===== config.mk =====
export PLATFORM = sky130hd
export DESIGN_NAME = ins_cache
export DESIGN_NICKNAME = d
export VERILOG_FILES = /design/src/rtl/ins_cache.sv
export SDC_FILE = /design/constraint.sdc
export NUM_CORES = 1
export LEC_CHECK = 0
export ABC_AREA = 1
export CAP_MARGIN = 20
export CORE_UTILIZATION = 40
export CTS_CLUSTER_SIZE = 10
export DETAILED_ROUTE_END_ITERATION = 7
export GPL_ROUTABILITY_DRIVEN = 0
export HOLD_SLACK_MARGIN = 0.06
export REMOVE_ABC_BUFFERS = 1
export SLEW_MARGIN = 20
export SYNTH_ARGS = -nofsm -noshare
export SYNTH_HDL_FRONTEND = slang
export SYNTH_SLANG_ARGS = --single-unit

===== constraint.sdc =====
create_clock -name clock -period 11.07 [get_ports clock]
set_input_delay 1.6605 -clock clock [delete_from_list [all_inputs] [get_ports clock]]
set_output_delay 1.6605 -clock clock [all_outputs]
set_load 0.01 [all_outputs]

===== src/rtl/ins_cache.sv =====
// Direct-mapped, read-only instruction cache: combinational hit path, block refill over the read/busywait protocol.
// Define ICACHE_STATS_EN to add saturating hit_count/miss_count output ports.
module ins_cache #(
  parameter int ADDR_W  = 10,
  parameter int INDEX_W = 3,
  localparam int TAG_W      = ADDR_W - 4 - INDEX_W,
  localparam int MEM_ADDR_W = ADDR_W - 4
) (
  input  logic                  clock,
  input  logic                  reset,
  input  logic                  read,
  input  logic [ADDR_W-1:0]     address,
  output logic [31:0]           instruction,
  output logic                  busywait,
  output logic                  mem_read,
  output logic [MEM_ADDR_W-1:0] mem_address,
  input  logic [127:0]          mem_readdata,
  input  logic                  mem_busywait
`ifdef ICACHE_STATS_EN
  ,
  output logic [15:0]           hit_count,
  output logic [15:0]           miss_count
`endif
);

  localparam int LINES = 1 << INDEX_W;

  typedef enum logic [1:0] {
    IDLE,
    MEM_READ,
    UPDATE
  } state_t;

  state_t             state;
  logic [LINES-1:0]   valid;
  logic [TAG_W-1:0]   tag_store  [LINES];
  logic [127:0]       data_store [LINES];
  logic               first_edge;

  logic [TAG_W-1:0]   tag;
  logic [INDEX_W-1:0] index;
  logic [1:0]         offset;
  logic               hit;
  logic               unused_addr_bits;

  assign tag              = address[ADDR_W-1:INDEX_W+4];
  assign index            = address[INDEX_W+3:4];
  assign offset           = address[3:2];
  assign unused_addr_bits = ^address[1:0];

  assign hit         = read & valid[index] & (tag_store[index] == tag);
  assign instruction = data_store[index][{offset, 5'b00000} +: 32];

  always_comb begin
    busywait    = 1'b0;
    mem_read    = 1'b0;
    mem_address = '0;
    case (state)
      IDLE: busywait = read & ~hit;
      MEM_READ: begin
        busywait    = 1'b1;
        mem_read    = 1'b1;
        mem_address = {tag, index};
      end
      UPDATE: busywait = 1'b1;
      default: ;
    endcase
  end

  // The memory raises busywait in the same delta as mem_read, so the first
  // MEM_READ edge is always spent waiting regardless of mem_busywait.
  always_ff @(posedge clock) begin
    if (reset) begin
      state      <= IDLE;
      valid      <= '0;
      first_edge <= 1'b0;
    end else begin
      case (state)
        IDLE: begin
          if (read && !hit) begin
            state      <= MEM_READ;
            first_edge <= 1'b1;
          end
        end
        MEM_READ: begin
          first_edge <= 1'b0;
          if (!first_edge && !mem_busywait) state <= UPDATE;
        end
        UPDATE: begin
          valid[index] <= 1'b1;
          state        <= IDLE;
        end
        default: state <= IDLE;
      endcase
    end
  end

  // Tag and data arrays are never cleared; the valid bits alone qualify them.
  always_ff @(posedge clock) begin
    if (!reset && state == UPDATE) begin
      data_store[index] <= mem_readdata;
      tag_store[index]  <= tag;
    end
  end

`ifdef ICACHE_STATS_EN
  always_ff @(posedge clock) begin
    if (reset) begin
      hit_count  <= '0;
      miss_count <= '0;
    end else if (state == IDLE) begin
      if (hit && hit_count != 16'hFFFF) hit_count <= hit_count + 16'd1;
      if (read && !hit && miss_count != 16'hFFFF) miss_count <= miss_count + 16'd1;
    end
  end
`endif

endmodule


# After elaboration in Yosys (flattened, before gate mapping)
# Memory sizes are Yosys's and may differ from the RTL's.
# Index checks and enable logic that the tools add are counted.
[word_totals] ff_bits=11 latch_bits=0 ram_bits=1048 mem_bits_ro=0 in_bits=142 output_inout_bits=40 wordCells=45 mem_count=2
[mem_list] name="data_store" depth=8 width=128 read_ports=1 rd_clocked_by_memory_dff=0 write_ports=1 line_no="37" rtl="logic [127:0] data_store [LINES];"
[mem_list] name="tag_store" depth=8 width=3 read_ports=1 rd_clocked_by_memory_dff=0 write_ports=1 line_no="36" rtl="logic [TAG_W-1:0] tag_store [LINES];"
[classes] add_sub_neg=0 multipliers=0 n_div=0 magnitude_cmp=2 n_eq_ne=5 shifts=1 n_mux=14 bitwise=5 n_reduce_logical=13
[op_table] op="indexed part select 128 x 8 -> 32 bit" n=1
[op_table] op="OR 8 bit" n=1
[op_table] op="2-to-1 mux 1 bit" n=6
[op_table] op="2-to-1 mux 6 bit" n=1
[op_table] op="logical AND 1 bit" n=4
[op_table] op="zero test 1 bit" n=4
[op_table] op="less-than comparator 3 x 4 -> 1 bit (second input constant)" n=1
[op_table] op="2-to-1 mux 2 bit" n=2
[op_table] op="inequality test 2 bit (second input constant)" n=2
[op_table] op="case mux 1 bit (2 select lines)" n=2
[op_table] op="case mux 2 bit (2 select lines)" n=1
[op_table] op="AND reduction 2 bit" n=2
[op_table] op="bitwise AND 1 bit" n=3
[op_table] op="binary-select mux 1 bit (select 3 bit)" n=1
[op_table] op="demux 1 bit (select 3 bit)" n=1
[op_table] op="== test 3 bit" n=1
[op_table] op=">= comparator 3 x 1 -> 1 bit (second input constant)" n=1
[op_table] op="== test 2 x 1 -> 1 bit (second input constant)" n=1
[op_table] op="== test 2 bit (second input constant)" n=1
[op_table] op="zero test 2 bit" n=1
[op_table] op="nonzero test 2 bit" n=1
[op_table] op="OR reduction 2 bit" n=1
[op_table] op="NOT 1 bit" n=1

# Longest topological paths before layout
[depth] depth_word=8 depth_mapped=17 mapped_depth_nobuf=15

# Worst setup path after synthesis
# No wires, ideal clock.
[synth_timing] path_kind="in2reg" from="input port address[5]" to="memory data_store[2][0], enable pin" setup_ns=0.622 arrival_time_ns=7.960 t_required_ns=10.448 path_slack_ns=2.488 path_stages=6 path_buffers=2 path_cell_list="buf_4 inv_1 nor2_1 nand2_1 buf_2 nor2_1"
[synth_lines] item="from (decl)" line_no="12" rtl="input logic [ADDR_W-1:0] address,"
[synth_lines] item="to (decl)" line_no="37"
# No word-level cell before the write port.

# Worst setup path in the final report
[layout_timing] from="input port address[5]" to="output port instruction[28]"
[layout_via] elab_chain_len=2
[layout_lines] item="memory (8 x 128 bit)"
[layout_lines] item="indexed part select 128 x 8 -> 32 bit" line_no="52" rtl="assign instruction = data_store[index][{offset, 5'b00000} +: 32];"
[layout_lines] item="to (decl)" line_no="13" rtl="output logic [31:0] instruction,"
# No other way between the ends.

==> results.txt <==
* Post-route fraction of the period consumed by the critical path: 70.1%
- The final layout contains routed wiring with a total length of 105,000 um.
* Number of endpoints failing setup at the final stage: 0
- Between clock sinks in the finished design, the worst skew comes to 0.0188 ns.
- Total Nets Final: 2,945
- Combinational cells account for 5.4% of the total power.
- First DRT Iteration DRCs: 1,986
* CP Class: in -> out
* Crit Reg-Reg Startpoint: state[0]
* Antenna-violating nets left: 0
- The synthesized design spends more area on one cell type than any other, namely edfxtp_1.
- In this run the deepest clock path goes through 3 buffers.
- Drt pass-1 iters: 5
- After synthesis, the cell types taking the most area are edfxtp_1, nand2_1, a221oi_1, nand4_1, inv_1.
- Buffers added to address setup during post-CTS repair amount to 0.
* Post-layout minimum cycle time: 7.76 ns
* Switching power share of the total: 21.1%
- The cell count after synthesis came out at 2,602.
- Summing all multi-input logic gate instances after layout gives 6780 um^2.
- Number of distinct library cell variants in the gate-level netlist after synthesis: 36
- Clock tree synthesis selected as its root buffer the cell clkbuf_16.
* Starting density of the core: 40.4%
- Most repeated cell in the gate-level netlist after synthesis: edfxtp_1
* Maximum single-stage delay on the critical path: 0.83 ns
* Total area of sequential cells: 31,700 um^2
- Later-pin clock latency in the skew report: 0.68 ns
- Hold wc startpoint: valid[4]
* Commonest register cell after synthesis: edfxtp_1
- Required time of the critical path: 9.41 ns
- For this run, the number of Yosys warnings is 0.
- The flow ran to the end, and the final reports show no timing, DRC or antenna violations.
* Netlist Area Pre-Place: 39,700 um^2
- For this run, asynchronously set or reset flops after synthesis account for 0%.
- CTS sink cnt: 1,059
- The critical path goes through clkdlybuf4s50_1 > nor2_4 > nand2_2 > buf_4 > inv_4 > buf_4 > a22o_1 > a21oi_1 > nand4_1 > o21ai_0 > o21ai_0 > clkdlybuf4s50_1.
* Sequential share of the synthesized area: 79.9%
* Number of cells on the worst hold path: 2
- Arr. time, crit path: 6.10 ns
- Of all nets on the critical path, the largest fanout is 55.
* Class of the most critical hold timing path: reg -> reg
- The die covers 100,000 um^2.
- Buffers added on ports: 179
- Core ar.: 98,300 um^2
* Max Fclk: 0.129 GHz
- Total power density per cell area: 179 nW/um^2
* Clk pin slew, worst setup/hold paths: 0.05 ns
- The first global-routing pass estimated 153,000 um of wire.
- Cell-internal power: 6.53 mW
* Post-Synthesis Mean Instance Area: 15.2 um^2
- Number of global-route vias before repair: 23,159
* Worst slew pin tran: 1.11 ns
- Across all layers, the routed design uses 23,003 vias.
- The number of hold violations in the final report came to 0.
- Global routing finished with a remaining overflow of 0.
- Across the run, the number of max-cap violations was 0.
* Finished layout cell area: 46,100 um^2
* Number of antenna violations at the first check in global routing: 21
- Placement Cell Area: 42,900 um^2
- Clk network pwr share: 40.7%
* Clock tree from TritonCTS: done
* Kind of start point of the critical path: input port
* Placement Rows: 115
- Entering global routing, the biggest net connects 129 pins.
- Total power consumption of the routed design: 8.27 mW
* Worst Reg-to-Reg Cells: 6
- IR analysis of the VDD net gives a maximum drop of 127 uV.
* Signed area change from the synthesized netlist to the final layout: 16.3%
- Yosys mapped a number of flops with a built-in enable equal to 1,048.
* Die height: 317 um
- Post-synthesis register bit count: 1,059
- The number of slew-limit violations in the final report was 0.
* # fillers: 8,234
* Register-to-Register Setup Slack: 7.12 ns
- Number of gates resized after CTS: 0
- The largest individual stage delay along the critical path comes from the cell buf_4.
- TritonCTS created 117 clock buffers.
- Average via count per standard cell: 5.57
- Cells fill 46.9% of the core in the end.
- In this run the horizontal extent of the chip is 317 um.
- Fraction of layout cells with a size suffix above 1: 6.70%
- Terminus of the critical flop-to-flop path: data_store[3][94]
- Register share of total power: 53.9%
- The path with the worst hold slack has its endpoint at valid[4].
- Static leakage: 15.2 nW
- Net switching component of the power: 1.74 mW
- Per-cell routed wire length: 25.4 um
- Endpoint type of the worst setup path: primary output
* Fraction of post-synthesis cell area in the top cell type by area: 79.3%
- DRC viols: 0
* H-Tree Depth: 3
* Number of buffers added to fix hold violations after cts: 0
* IO Pins: 182
- Setup repair after global routing left no endpoint under its margin.
* GRT Util Overall: 20.8%
* Top cells by instance count after synthesis: edfxtp_1, nand2_1, inv_1, nand4_1, nor2_1
- After legalization and detailed placement, the total HPWL measured 49,500 um.
* Worst slew slack as a fraction of its limit: 26.1%
## registers in the layout, indices dropped and copies added (netlist names)
signal / cells
state: 2
data_store: 1024
valid: 8
tag_store: 24
first_edge: 1
## metal layers
metal | track usage, % | vias up | routed length (um)
li1 | - | 10211 | -
met1 | 28.2 | 11838 | 44700
met2 | 34.6 | 774 | 51200
met3 | 4.08 | 148 | 7410
met4 | 5.02 | 32 | 1550
met5 | 0 | - | 200
## area by class of cell
class                      count  share of cell area [%]
multi-input combinational   1228                    14.7
clock inverter                 8                   0.239
antenna                        6                  0.0326
timing repair buffer         211                    4.66
inverter                     182                    1.49
clock buffer                 149                    6.68
sequential                  1059                    68.7
tap                         1287                    3.49
## worst max-delay path: cells and delay by family
kind	cells	cell delay, ns
buffers and inverters	5	3.19
AO/OA/AOI/OAI	4	0.63
AND/OR/NAND/NOR	3	0.51
## placed cells by master, fill, tap and decap left out, types with 3 or more instances in the layout
| master | instances |
|---|---|
| clkdlybuf4s50_1 | 177 |
| o21bai_1 | 6 |
| o2111a_1 | 13 |
| nor2_1 | 90 |
| nand3_1 | 48 |
| nor3_1 | 10 |
| o21ai_1 | 3 |
| inv_1 | 175 |
| a22oi_1 | 65 |
| nor2_4 | 15 |
| nand2_2 | 5 |
| dfxtp_1 | 11 |
| clkbuf_1 | 30 |
| a221oi_1 | 98 |
| clkinv_8 | 3 |
| ha_1 | 4 |
| o21ai_0 | 45 |
| a21oi_1 | 80 |
| nand4_1 | 109 |
| clkbuf_16 | 118 |
| a22o_1 | 71 |
| o22ai_1 | 7 |
| buf_4 | 23 |
| edfxtp_1 | 1048 |
| nand2_1 | 494 |
| o2bb2ai_1 | 4 |
| o2111ai_1 | 4 |
| inv_2 | 3 |
| diode_2 | 6 |
| buf_12 | 10 |
| a211oi_1 | 10 |
| o211ai_1 | 36 |
## metrics by stage
stage	setup slack [ns]	setup TNS (ns)	hold slack, ns	std cells
detailed placement	3.30	0	0.460	3967
finish	3.31	0	0.480	4130
CTS	3.29	0	0.474	4124
global route	3.12	0	0.498	4128
floorplan	-0.0159	-2.09	0.428	2469
global placement	3.29	0	0.443	3967
## kinds of logic (layout without fill, tap and decap cells)
logic type | after synthesis | in the layout | synth area share, %
DFF | 1059 | 1059 | 79.9
and+or+nand+nor | 776 | 776 | 8.33
AOI/OAI and AO/OA | 448 | 448 | 8.38
buffers and inverters | 315 | 550 | 3.27
adders and majority gates | 4 | 4 | 0.126
other | 0 | 6 | 0
## power by group through the flow
| stage | sequential [mW] | clock [mW] | combinational [mW] |
|---|---|---|---|
| after floorplan | 4.54 | 0 | 0.190 |
| final | 4.46 | 3.36 | 0.449 |
| after global routing | 4.46 | 3.56 | 0.488 |
| after global placement | 4.54 | 0 | 0.439 |
| after CTS | 4.46 | 3.42 | 0.454 |
| after detailed placement | 4.54 | 0 | 0.452 |
## how the worst max path moves through the flow
| stage | startpoint | to | slack (ns) | cells after the start |
|---|---|---|---|---|
| detailed placement | address[5] | instruction[28] | 3.30 | 12 |
| finish | address[5] | instruction[28] | 3.31 | 12 |
| global route | address[4] | instruction[0] | 3.12 | 12 |
| CTS | address[5] | instruction[28] | 3.29 | 12 |
| global placement | address[5] | instruction[4] | 3.29 | 13 |
| floorplan | address[6] | data_store[6][0] | -0.02 | 4 |
Power figures use the tool's default switching activity.
